## config.mk

```make
export PLATFORM = sky130hd
export DESIGN_NAME = regfile_port_sequencer
export DESIGN_NICKNAME = d
export VERILOG_FILES = /design/src/rtl/rv32i_pkg.sv /design/src/rtl/regfile_port_sequencer.sv
export SDC_FILE = /design/constraint.sdc
export NUM_CORES = 1
export LEC_CHECK = 0
export ABC_CLOCK_PERIOD_IN_PS = 3600
export CAP_MARGIN = 0
export CELL_PAD_IN_SITES_DETAIL_PLACEMENT = 1
export CELL_PAD_IN_SITES_GLOBAL_PLACEMENT = 1
export CORE_ASPECT_RATIO = 1.25
export CORE_MARGIN = 2
export CORE_UTILIZATION = 35
export CTS_CLUSTER_DIAMETER = 50
export DETAILED_ROUTE_END_ITERATION = 10
export HOLD_SLACK_MARGIN = 0.12
export PLACE_DENSITY = 0.89
export SLEW_MARGIN = 0
export SYNTH_ARGS = -nofsm -noshare
export SYNTH_HDL_FRONTEND = slang
export SYNTH_SLANG_ARGS = --single-unit
```

## constraint.sdc

```tcl
create_clock -name clk -period 3.6 [get_ports clk]
set_input_delay 0.72 -clock clk [delete_from_list [all_inputs] [get_ports clk]]
set_output_delay 0.72 -clock clk [all_outputs]
set_load 0.01 [all_outputs]
```

## src/rtl/rv32i_pkg.sv

```systemverilog
// rv32i_pkg: shared widths, the x0 index and the operand-sequencer FSM states.
package rv32i_pkg;
    localparam int ADDR_WIDTH = 5;
    localparam int DATA_WIDTH = 32;
    localparam logic [4:0] REG_ZERO = 5'd0;
    typedef enum logic [2:0] {IDLE, RD1, RD2, CAP2, RESP} seq_state_t;
endpackage

```

## src/rtl/regfile_port_sequencer.sv

```systemverilog
// regfile_port_sequencer: serialises rs1/rs2 reads and write-back writes onto one register-file port.
module regfile_port_sequencer #(
    parameter int ADDR_WIDTH = rv32i_pkg::ADDR_WIDTH,
    parameter int DATA_WIDTH = rv32i_pkg::DATA_WIDTH
) (
    input  logic                  clk,
    input  logic                  rst,
    input  logic                  req_valid,
    output logic                  req_ready,
    input  logic [ADDR_WIDTH-1:0] req_rs1,
    input  logic [ADDR_WIDTH-1:0] req_rs2,
    output logic                  rsp_valid,
    input  logic                  rsp_ready,
    output logic [DATA_WIDTH-1:0] rsp_rs1_data,
    output logic [DATA_WIDTH-1:0] rsp_rs2_data,
    input  logic                  wb_valid,
    output logic                  wb_ready,
    input  logic [ADDR_WIDTH-1:0] wb_rd,
    input  logic [DATA_WIDTH-1:0] wb_data,
    output logic                  rf_we,
    output logic [ADDR_WIDTH-1:0] rf_addr,
    output logic [DATA_WIDTH-1:0] rf_wdata,
    input  logic [DATA_WIDTH-1:0] rf_rdata
);
    import rv32i_pkg::*;
    localparam logic [ADDR_WIDTH-1:0] ZERO = ADDR_WIDTH'(REG_ZERO);
    seq_state_t state_q, state_d;
    logic [ADDR_WIDTH-1:0] rs1_q, rs1_d, rs2_q, rs2_d;
    logic [DATA_WIDTH-1:0] d1_q, d1_d, d2_q, d2_d;
    logic wb_hit;
    assign wb_hit = wb_valid && wb_rd != ZERO;
    assign rsp_rs1_data = d1_q;
    assign rsp_rs2_data = d2_q;
    always_ff @(posedge clk or posedge rst) begin
        if (rst) begin
            state_q <= IDLE;
            rs1_q   <= '0;
            rs2_q   <= '0;
            d1_q    <= '0;
            d2_q    <= '0;
        end else begin
            state_q <= state_d;
            rs1_q   <= rs1_d;
            rs2_q   <= rs2_d;
            d1_q    <= d1_d;
            d2_q    <= d2_d;
        end
    end
    always_comb begin
        state_d   = state_q;
        rs1_d     = rs1_q;
        rs2_d     = rs2_q;
        d1_d      = d1_q;
        d2_d      = d2_q;
        req_ready = 1'b0;
        wb_ready  = 1'b0;
        rsp_valid = 1'b0;
        rf_we     = 1'b0;
        rf_addr   = '0;
        rf_wdata  = '0;
        case (state_q)
            IDLE: begin
                wb_ready  = 1'b1;
                req_ready = !wb_valid;
                if (wb_valid) begin
                    rf_we    = wb_hit;
                    rf_addr  = wb_rd;
                    rf_wdata = wb_data;
                end else if (req_valid) begin
                    rs1_d   = req_rs1;
                    rs2_d   = req_rs2;
                    state_d = RD1;
                end
            end
            RD1: begin
                rf_addr = rs1_q;
                state_d = RD2;
            end
            // rf_rdata here is the rs1 read issued in RD1
            RD2: begin
                rf_addr = rs2_q;
                d1_d    = rs1_q == ZERO ? '0 : rf_rdata;
                state_d = CAP2;
            end
            CAP2: begin
                d2_d    = rs2_q == ZERO ? '0 : rf_rdata;
                state_d = RESP;
            end
            RESP: begin
                rsp_valid = 1'b1;
                wb_ready  = 1'b1;
                if (wb_valid) begin
                    rf_we    = wb_hit;
                    rf_addr  = wb_rd;
                    rf_wdata = wb_data;
                end
                // bypass keeps held operands coherent with the write just committed
                d1_d    = wb_hit && wb_rd == rs1_q ? wb_data : d1_q;
                d2_d    = wb_hit && wb_rd == rs2_q ? wb_data : d2_q;
                state_d = rsp_ready ? IDLE : RESP;
            end
            default: state_d = IDLE;
        endcase
    end
endmodule

```

* After elaboration in Yosys (flattened, before gate mapping)
Index checks and enable logic that the tools add are counted.
** Storage, ports and cells
- Word-level logic and storage cells :: 50
- Input port bits :: 84
- Output and inout bits :: 105
- Register bits :: 77
** Cells by class
- Reduce and logical (&&, ||, !) cells :: 15
- Bitwise gates (word level) :: 1
- Muxes and demuxes :: 19
- Equal/unequal tests :: 10
** Operators with widths (count)
- 32-bit two-way mux :: 6
- 32-bit one-hot mux with 2 select lines :: 2
- 3-bit one-hot mux with 5 select lines :: 1
- 5-bit one-hot mux with 3 select lines :: 1
- 5-bit == test :: 2
- 5-bit logical NOT :: 2
- 3-bit two-way mux :: 3
- 2-bit != test (second input constant) :: 4
- 3-bit by 2-bit == test with 1-bit output (second input constant) :: 2
- 2-bit AND reduction :: 3
- 1-bit two-way mux :: 5
- 5-bit two-way mux :: 1
- 5-bit nonzero test :: 1
- 2-bit nonzero test :: 2
- 3-bit by 1-bit == test with 1-bit output (second input constant) :: 1
- 3-bit == test (second input constant) :: 1
- 1-bit logical AND :: 3
- 3-bit logical NOT :: 1
- 3-bit AND reduction :: 1
- 2-bit OR reduction :: 1
- 1-bit logical NOT :: 1
- 1-bit inverter :: 1

* Longest topological paths before layout
- Depth in word-level cells :: 5
- Gate-level depth with buffers :: 6
- Gate-level depth less buffers :: 4

* Worst setup path before layout
OpenSTA, ideal clock, no wires.
- Kind :: input -> output
- Start :: in wb_valid
- End :: out rf_wdata[10]
- Slack :: 1.167 ns
- Buffers on the path :: 2
- Stages on the path :: 4
- Arrival :: 1.713 ns
- Data required time :: 2.880 ns
- Path through :: nor3b_1 clkbuf_1 clkbuf_1 and2_1
** On the way
- Cells in the longest elaborated chain, start to end :: 2
** RTL lines
- start: declaration :: RTL line regfile_port_sequencer.sv:16 : input logic wb_valid,
- 32-bit two-way mux :: RTL line regfile_port_sequencer.sv:65, regfile_port_sequencer.sv:92
- 32-bit two-way mux
- end: declaration :: RTL line regfile_port_sequencer.sv:22 : output logic [DATA_WIDTH-1:0] rf_wdata,
Every way passes these cells.

* Worst setup path after layout
- Start :: reg state_q[0]
- End :: out rf_addr[3]
** On the way
- Cells in the longest elaborated chain, start to end :: 3
- Elaborated cells between the ends (all ways) :: 6
- Those cells by class :: eq/ne: 3; mux: 1; reduce/logical: 2
** RTL lines
- start: declaration :: RTL line regfile_port_sequencer.sv:27 : seq_state_t state_q, state_d;
- start signal: assignment :: RTL line regfile_port_sequencer.sv:42 : state_q <= state_d;
- 3-bit == test or 3-bit logical NOT (tied branches) :: RTL line regfile_port_sequencer.sv:61 : case (state_q)
- 2-bit OR reduction (no line)
- 5-bit one-hot mux with 3 select lines (*) :: RTL line regfile_port_sequencer.sv:61
- end: declaration :: RTL line regfile_port_sequencer.sv:21 : output logic [ADDR_WIDTH-1:0] rf_addr,
Every way passes the cells marked *; elsewhere a longest branch is shown, timed or not.

==> impl_metrics.csv <==
group,metric,value,unit
status,outcome,"completed",
worst_setup_path,end_kind,"output pin",
cells_and_area,fin_nets,589,
synthesis,ys_async_sr_fraction,100.0,%
cells_and_area,n_fill_cell,1289,
power,power_density,894.5,nW/µm²
floorplanning,start_util,35.71,%
floorplanning,io-pin-count,189,
timing,final.setup.tns,0,ns
synthesis,synth.distinct_cells,28,
run,cap_viol_max_count,0,
clock_tree,clock_latency,0.33,ns
timing,layout_setup_ws,0.3740,ns
route,wirelength,13630,µm
floorplanning,fp.dieW,103.2,µm
grt,grt_pass1_vias,3829,
route,dr.pass1.iters,4,
power,peakVddDrop,0.0005259,V
clock_tree,clock_tree.root_cell,"clkbuf_16",
clock_tree,ctsLongestPathBuffers,2,
clock_tree,cts_tree,"built",
worst_setup_path,critPathRequiredTime,2.88,ns
worst_setup_path,path_class,"reg -> out",
synthesis,yosys_warnings,0,
synthesis,yosys-top-cells-area,"dfrtp_1, mux2_2, mux2_4",
route,wire_per_inst,20.22,µm
grt,grt_pass1_wl,20670,µm
cells_and_area,antenna_cells,0,
timing,maxSlewViolCount,0,
worst_hold_path,holdCritPathClass,"reg -> reg",
worst_setup_path,startpoint_type,"register",
worst_setup_path,critPathArrivalTime,2.51,ns
power,p_leak,0.002927,µW
route,drc,0,
synthesis,syn-num-nets,405,
clock_tree,post-cts-setup-buffers,0,
synthesis,synth_seq_cells,77,
synthesis,netlist_instances,321,
place,port_buffers,188,
floorplanning,coreArea,12050,µm²
timing,fin_skew,0.006493,ns
grt,grt_max_degree,38,
route,ant_nets,0,
cells_and_area,drive_gt1_share,26.86,%
cells_and_area,synthToLayoutAreaGrowth,52.95,%
synthesis,synth_area_per_cell,13.40,µm²
grt,overflow,0,
synthesis,syn-cell-area,4303,µm²
synthesis,synth-seq-area-share,44.78,%
timing,fin_crit_sh,89.61,%
place,place_ws,0.3927,ns
clock_tree,cts-buffers-inserted,9,
grt,antenna_found_initial,0,
timing,period_minus_slack,3.226,ns
route,vias,3514,
synthesis,synthTopCellsByCount,"dfrtp_1, mux2_2, a22o_1, and2_1",
clock_tree,cts_hold_buf,0,
clock_tree,htreeDepth,3,
synthesis,yosys.area.top_type_share,44.78,%
route,via_per_inst,5.214,
timing,relSlewSlack,28.61,%
clock_tree,cts.repair.resized,0,
synthesis,synth_ff_type,"dfrtp_1",
floorplanning,die_area,13200,µm²
synthesis,synth_largest_area_cell,"dfrtp_1",
grt,grt_usage,20.47,%
route,first_iter_violations,91,
timing,hold_violations,0,
worst_setup_path,path_max_fanout,9,
timing,max_freq,310.0,MHz
floorplanning,rows,45,
timing,tightest_slew,1.068,ns
place,place_congestion,0.7690,
place,dp_hpwl,9886,µm
timing,grt_setup_unrepaired,"false",
synthesis,yosysMostFrequentCell,"dfrtp_1",
synthesis,synth_edf_count,0,
timing,setup_viol,0,
clock_tree,cts_sinks,77,
clock_tree,clk_pin_slew,0.06,ns
floorplanning,die_h,128.0,µm
area by class of cell:
type | count | area (µm²) | area share (%)
Clock buffer | 10 | 229.0 | 3.479
Inverter | 8 | 31.28 | 0.4753
Clock inverter | 6 | 87.58 | 1.331
Multi-Input combinational cell | 211 | 2132 | 32.40
Timing Repair Buffer | 198 | 1969 | 29.92
Tap cell | 164 | 205.2 | 3.118
Sequential cell | 77 | 1927 | 29.28
flip-flops by register name, summed over array words and instances, names as in the netlist:
signal,cells
rs1_q,5
rsp_rs2_data,32
state_q,3
rs2_q,5
rsp_rs1_data,32
critical path, cell delays in order, from the launching register on:
cell,delay [ns]
dfrtp_1,0.58
nor3b_1,0.74
a222oi_1,0.21
inv_1,0.10
clkdlybuf4s50_1,0.54
per-layer routing:
layer	global-route usage, %	part of all wire (%)
met2	38.08	56
met5	0	0
met1	23.26	39
met4	6.502	1.3
met3	3.544	4.0
final timing paths:
path	startpoint	endpoint	slack [ns]	depth (start not counted)
setup / recovery	state_q[0]	rf_addr[3]	0.37	4
hold / removal	rsp_rs2_data[24]	rsp_rs2_data[24]	0.50	1
setup reg to reg	state_q[2]	rsp_rs2_data[25]	1.24	5
hold reg to reg	rsp_rs2_data[24]	rsp_rs2_data[24]	0.50	1
max in group asynchronous	rst	rs2_q[3]	2.15	3
min in group asynchronous	rst	rsp_rs1_data[17]	0.71	2
per-stage QoR:
step / cells / util (%) / power [µW] / instance area, µm² / hold WS [ns]
floorplan: 321 / - / 3541 / 4303 / 0.5192
global placement: 658 / 51.99 / 4821 / 6265 / 0.4880
detailed placement: 658 / 51.99 / 4970 / 6265 / 0.4921
CTS: 674 / 54.62 / 5967 / 6581 / 0.5064
global route: 674 / 54.62 / 6220 / 6581 / 0.5153
finish: 674 / 54.62 / 5887 / 6581 / 0.5012
layout by cell type, fill, tap and decap left out, drive strengths merged, types with 3 or more instances in the layout:
master,count
mux2,74
clkbuf,10
a22o,64
a21oi,3
inv,7
nor3b,4
buf,10
xnor2,5
clkdlybuf4s50,188
clkinvlp,3
dfrtp,77
nor2,4
nor3,5
a222oi,5
and2,32
xor2,6
cell families after synthesis:
| logic type | synth area share (%) |
|---|---|
| buffers and inverters | 6.455 |
| XOR/XNOR | 2.239 |
| AND/OR/NAND/NOR | 7.095 |
| AO/OA/AOI/OAI | 17.45 |
| flip-flops | 44.78 |
| multiplexers | 21.98 |
report_power, final:
part,leakage (µW),switching [µW],internal (µW),total [µW]
clock network,0.000145,359,606,965
registers,0.000924,334,1320,1650
logic,0.00186,1320,1940,3270
Note: power is estimated with default switching activity, not from simulation.
